**src/rtl/irq_pkg.sv**
```systemverilog
// Shared definitions for the interrupt pending controller.
//   IRQ_W / IRQ_ID_W : request-line count and ID width (8-to-3 encoding)
//   irq_state_t      : presentation FSM states
//   onehot8()        : builds the pending-clear vector from a presented ID
package irq_pkg;

    localparam int IRQ_W    = 8;
    localparam int IRQ_ID_W = 3;

    typedef enum logic {
        IDLE    = 1'b0,
        PRESENT = 1'b1
    } irq_state_t;

    function automatic logic [IRQ_W-1:0] onehot8(input logic [IRQ_ID_W-1:0] id);
        onehot8 = IRQ_W'(1) << id;
    endfunction

endpackage

```
**src/rtl/priority_encoder_8_to_3.sv**
```systemverilog
// Combinational 8-to-3 priority encoder; the highest set bit wins.
//   req : request vector
//   idx : index of the highest set bit (0 when req is zero)
//   any : at least one request bit is set
module priority_encoder_8_to_3 (
    input  logic [7:0] req,
    output logic [2:0] idx,
    output logic       any
);

    always_comb begin
        idx = 3'd0;
        // Ascending scan so the last (highest) set bit overwrites lower ones.
        for (int i = 0; i < 8; i++) begin
            if (req[i]) idx = 3'(i);
        end
    end

    assign any = |req;

endmodule

```
**src/rtl/irq_pending_ctrl.sv**
```systemverilog
// Interrupt front end: synchronizes eight asynchronous request lines, edge
// detects them into a sticky pending register, masks, priority-selects and
// presents one interrupt ID at a time on a valid/ack handshake.
//   clk, rst_n : clock, asynchronous active-low reset
//   irq_in     : raw asynchronous request lines (rising edge = one event)
//   irq_mask   : 1 makes a line ineligible for presentation
//   irq_valid  : an ID is being presented
//   irq_id     : presented ID, meaningful while irq_valid
//   irq_ack    : consumer accepts the presented ID
//   pending    : registered pending bits (unmasked) for status readback
module irq_pending_ctrl
    import irq_pkg::*;
#(
    parameter int NUM_IRQ     = IRQ_W,  // fixed by the 8-to-3 encoder
    parameter int SYNC_STAGES = 2       // legal range 2..3
) (
    input  logic                clk,
    input  logic                rst_n,
    input  logic [NUM_IRQ-1:0]  irq_in,
    input  logic [NUM_IRQ-1:0]  irq_mask,
    output logic                irq_valid,
    output logic [IRQ_ID_W-1:0] irq_id,
    input  logic                irq_ack,
    output logic [NUM_IRQ-1:0]  pending
);

    logic [NUM_IRQ-1:0]  sync;
    logic [NUM_IRQ-1:0]  prev;
    logic [NUM_IRQ-1:0]  rise;
    logic [NUM_IRQ-1:0]  clr;
    logic [NUM_IRQ-1:0]  elig;
    logic [IRQ_ID_W-1:0] enc_idx;
    logic                enc_any;

    irq_state_t          state, state_next;
    logic                valid_next;
    logic [IRQ_ID_W-1:0] id_next;

    // Per-line synchronizer chain; the last stage feeds edge detection.
    for (genvar i = 0; i < NUM_IRQ; i++) begin : g_sync
        logic [SYNC_STAGES-1:0] chain;

        always_ff @(posedge clk or negedge rst_n) begin
            if (!rst_n) chain <= '0;
            else        chain <= {chain[SYNC_STAGES-2:0], irq_in[i]};
        end

        assign sync[i] = chain[SYNC_STAGES-1];
    end

    // prev clears on reset, so a line held high through reset release
    // produces exactly one rise.
    always_ff @(posedge clk or negedge rst_n) begin
        if (!rst_n) prev <= '0;
        else        prev <= sync;
    end

    assign rise = sync & ~prev;

    // Set wins over clear: a new edge on the acked line is kept.
    always_ff @(posedge clk or negedge rst_n) begin
        if (!rst_n) pending <= '0;
        else        pending <= (pending & ~clr) | rise;
    end

    assign elig = pending & ~irq_mask;

    priority_encoder_8_to_3 u_enc (
        .req (elig),
        .idx (enc_idx),
        .any (enc_any)
    );

    // Presentation FSM: the ID is captured once in IDLE and held frozen in
    // PRESENT regardless of new events or mask changes until acked.
    always_comb begin
        state_next = state;
        valid_next = irq_valid;
        id_next    = irq_id;
        clr        = '0;
        case (state)
            IDLE: begin
                valid_next = 1'b0;
                if (enc_any) begin
                    state_next = PRESENT;
                    valid_next = 1'b1;
                    id_next    = enc_idx;
                end
            end
            PRESENT: begin
                if (irq_ack) begin
                    clr        = onehot8(irq_id);
                    valid_next = 1'b0;
                    state_next = IDLE;
                end
            end
            default: begin
                state_next = IDLE;
                valid_next = 1'b0;
            end
        endcase
    end

    always_ff @(posedge clk or negedge rst_n) begin
        if (!rst_n) begin
            state     <= IDLE;
            irq_valid <= 1'b0;
            irq_id    <= '0;
        end else begin
            state     <= state_next;
            irq_valid <= valid_next;
            irq_id    <= id_next;
        end
    end

endmodule

```
**config.mk**
```make
export PLATFORM = sky130hd
export DESIGN_NAME = irq_pending_ctrl
export DESIGN_NICKNAME = d
export VERILOG_FILES = /design/src/rtl/irq_pkg.sv /design/src/rtl/priority_encoder_8_to_3.sv /design/src/rtl/irq_pending_ctrl.sv
export SDC_FILE = /design/constraint.sdc
export NUM_CORES = 1
export LEC_CHECK = 0
export CORE_MARGIN = 2
export CORE_UTILIZATION = 43
export CTS_CLUSTER_DIAMETER = 30
export CTS_CLUSTER_SIZE = 12
export DETAILED_ROUTE_END_ITERATION = 8
export PLACE_DENSITY = 0.83
export SYNTH_ARGS = -nofsm -noshare
export SYNTH_HDL_FRONTEND = slang
export SYNTH_SLANG_ARGS = --single-unit
```
**constraint.sdc**
```tcl
create_clock -name clk -period 1.3 [get_ports clk]
set_input_delay 0.13 -clock clk [delete_from_list [all_inputs] [get_ports clk]]
set_output_delay 0.13 -clock clk [all_outputs]
set_load 0.02 [all_outputs]
```
==> summary.txt <==
Drt
  • Vias post-DR: approximately 870
  • DRT iter0 DRCs: 11
  • Via density: 4.89
  • Drt drc: 2
  • Post-detailed-route wirelength per cell: 13.6 µm
  • WL final: 2430 µm
  • Routed Antenna Nets: 0
  • Router iterations before antenna repair: 6

STA
  • Final worst setup slack: -199 ps
  • Total negative slack: -658 ps
  • Max-Slew Margin vs Limit: 0.770
  • Fin. Hold Viols: 0
  • Period minus WS final: 1500 ps
  • Final period util: 1.15
  • Worst-margin pin slew: about 350 ps
  • Clk_skew: 10.3 ps
  • Fmax: 0.667 GHz
  • Setup Viol. Count Final: 4
  • RSZ-0062 raised after global routing: yes
  • Slew Limit Fails: 0
  • Fin Hold WS: about 150 ps

Power and ir drop
  • Leakage: 0.804 nW
  • Pwr dens: 1820 nW/µm²
  • Maximum VDD drop: roughly 1.0 mV

Global routing
  • Initial antenna violation count: 0
  • Tot GR Track Use: 0.173
  • Largest net degree at the start of global routing: 38
  • First-pass GRT wire length: about 4300 µm
  • Total gr overflow: 0
  • Number of global-route vias before repair: 948

Clock network
  • CTS tree: done
  • CTS HTree Levels: 2
  • Clk sinks: 37
  • Clock slew seen by the registers of the worst setup and hold paths: 100 ps
  • Clock Latency Late Sink: roughly 340 ps
  • Clock Path Buffers: 2
  • Root Buffer: clkbuf_4
  • Num CTS Buffers: 5

Outcome
  • Outcome: finished with violations
  • Failing checks: design-rule violations, negative setup slack

Floorplanning
  • Area of the core: around 2800 µm²
  • Rows: 19
  • Die Y: ~59 µm
  • Die width: 58.9 µm
  • I/O pin cnt: 31
  • Initial Util: 0.461
  • Die ar.: 3460 µm²

Logic synthesis
  • Top post-synthesis cells by area: dfrtp_1 72%, o21ai_0 5.4%, inv_1 2.6%
  • Synthesis Warnings: 0
  • Mean Syn Cell Area: 14.1 µm²
  • Most common cell in the synthesized netlist: dfrtp_1
  • Post-Syn Area: 1290 µm²
  • Yosys cell types: 24
  • Post-synth EDFFs: 0
  • Sequential cell area fraction in the yosys report: 0.716
  • Top FF cell, synth: dfrtp_1
  • Most frequent cells after synthesis: 37 x dfrtp_1, 14 x o21ai_0, 9 x inv_1
  • Post-Syn Instances: 92
  • Mapped Nets: 111
  • Top cell type by total area after synthesis: dfrtp_1
  • Ys async rst share: 1.00
  • Yosys reg bits: 37
  • Top cell type's share of synthesized area: 0.716

Cells and area
  • Fill count: around 210
  • Final instance area: 1810 µm²
  • ANT cells: 0
  • Post-Route Utilization: 0.644
  • Share of cells above drive strength 1: 0.299
  • Final nets: 165
  • Synth-to-Final Area Change: 39.6%

Setup path
  • Critical path cell sequence: nor2b_4 -> a2111oi_4 -> a21oi_4 -> mux2_4
  • Setup CP Type: reg -> reg
  • CP top delay family: compound AO/OA/AOI/OAI gates
  • Critical path capture point type: flop
  • Crit-path max FO: 4
  • Buffers and inverters on the worst path: 0
  • CP max-delay cell: dfrtp_2
  • Startpoint class of the critical path: flop
  • Required time of the critical path: 1530 ps
  • CP arrival: between 1500 and 2000 ps
  • Slowest stage delay, CP: 420 ps

Placement
  • Port Buffer Count: 30
  • Gpl congestion: 0.785
  • Dpl ws: -363 ps
  • Post-DP HPWL: 1830 µm
  • Placed Instance Area: 1770 µm²

Job
  • Number of max-cap violations: 0

Min path
  • Hold Path Class: in -> async
## metrics by stage
stage,power (mW),cells
6_report,3.28,178
5_1_grt,3.49,178
4_1_cts,3.31,178
3_5_place_dp,2.81,169
3_3_place_gp,2.77,169
2_1_floorplan,2.10,92
## kinds of logic after synthesis
kind of cell	Yosys count	share of synthesized area
multiplexers	2	0.0232
AND/OR/NAND/NOR	17	0.0987
buffers and inverters	10	0.0290
flip-flops	37	0.716
AO/OA/AOI/OAI	26	0.133
## flip-flops by register name (all words and copies together), names as in the netlist
| signal | cells |
|---|---|
| g_sync.chain | 16 |
| pending | 8 |
| prev | 8 |
| irq_id | 3 |
| irq_valid | 1 |
| state | 1 |
## path summary, 6_finish.rpt
check                           depth (start not counted)  slack (ps)                      endpoint                          from
min in group clk                                        1         220  g_sync[2].chain[0]$_DFF_PN0_                     irq_in[2]
worst max-delay path                                    4        -200         irq_id[1]$_DFFE_PN0P_          pending[2]$_DFF_PN0_
max in group asynchronous                               2         950          pending[7]$_DFF_PN0_                         rst_n
worst min-delay path                                    2         150             prev[6]$_DFF_PN0_                         rst_n
worst max register to register                          4        -200         irq_id[1]$_DFFE_PN0P_          pending[2]$_DFF_PN0_
worst min register to register                          0         350  g_sync[0].chain[1]$_DFF_PN0_  g_sync[0].chain[0]$_DFF_PN0_
## cell usage in the layout, fill, tap and decap left out
cell type and count:
a21o_1 1, inv_1 9, nor2b_2 1, nand2b_1 3, nor2_1 2, buf_2 3
mux2_4 2, clkdlybuf4s15_2 1, buf_12 1, nor2b_1 2, or2b_1 1, nor2b_4 2
nand3b_1 1, and2b_1 1, a21oi_1 2, a21oi_4 1, nor4_4 1, a2111oi_4 1
clkbuf_2 4, and2b_2 1, o31ai_1 4, clkdlybuf4s50_1 18, nand3_1 1, clkbuf_4 5
dfrtp_1 32, dlygate4sd2_1 4, nand2_1 1, dfrtp_2 5, clkbuf_1 3, o21ai_0 14
o21ai_1 2, clkinv_1 1, a31o_1 1, buf_4 16
## what timing repair did
| action | CTS | global route |
|---|---|---|
| endpoints found under the setup margin | 16 | 10 |
| gates resized for setup | 25 | 9 |
| hold buffers | 0 | 0 |
| buffers inserted | 1 | 0 |
| pin swaps | 0 | 1 |
## cell type report
cell class,instances,area [µm²],share of cell area
flip-flops and latches,37,932,0.516
repair buffers,47,402,0.222
multi-input cells,45,347,0.192
clock buffers,8,48.8,0.0270
well taps,31,38.8,0.0215
inverters,10,37.5,0.0208
## report_power, final
group / total [mW] / internal (mW) / switching (mW)
combinational: 1.25 / 0.621 / 0.632
clock: 0.549 / 0.215 / 0.334
sequential: 1.48 / 1.36 / 0.121
total: 3.28 / 2.19 / 1.09
## layer usage
metal	GRT usage	up-vias	share of wire
met1	0.191	428	0.39
met3	0.0703	3	0.061
met5	0	-	0
met2	0.298	23	0.53
li1	-	417	-
met4	0.0682	0	0.014
No activity file was read; power rests on OpenSTA's default activity.
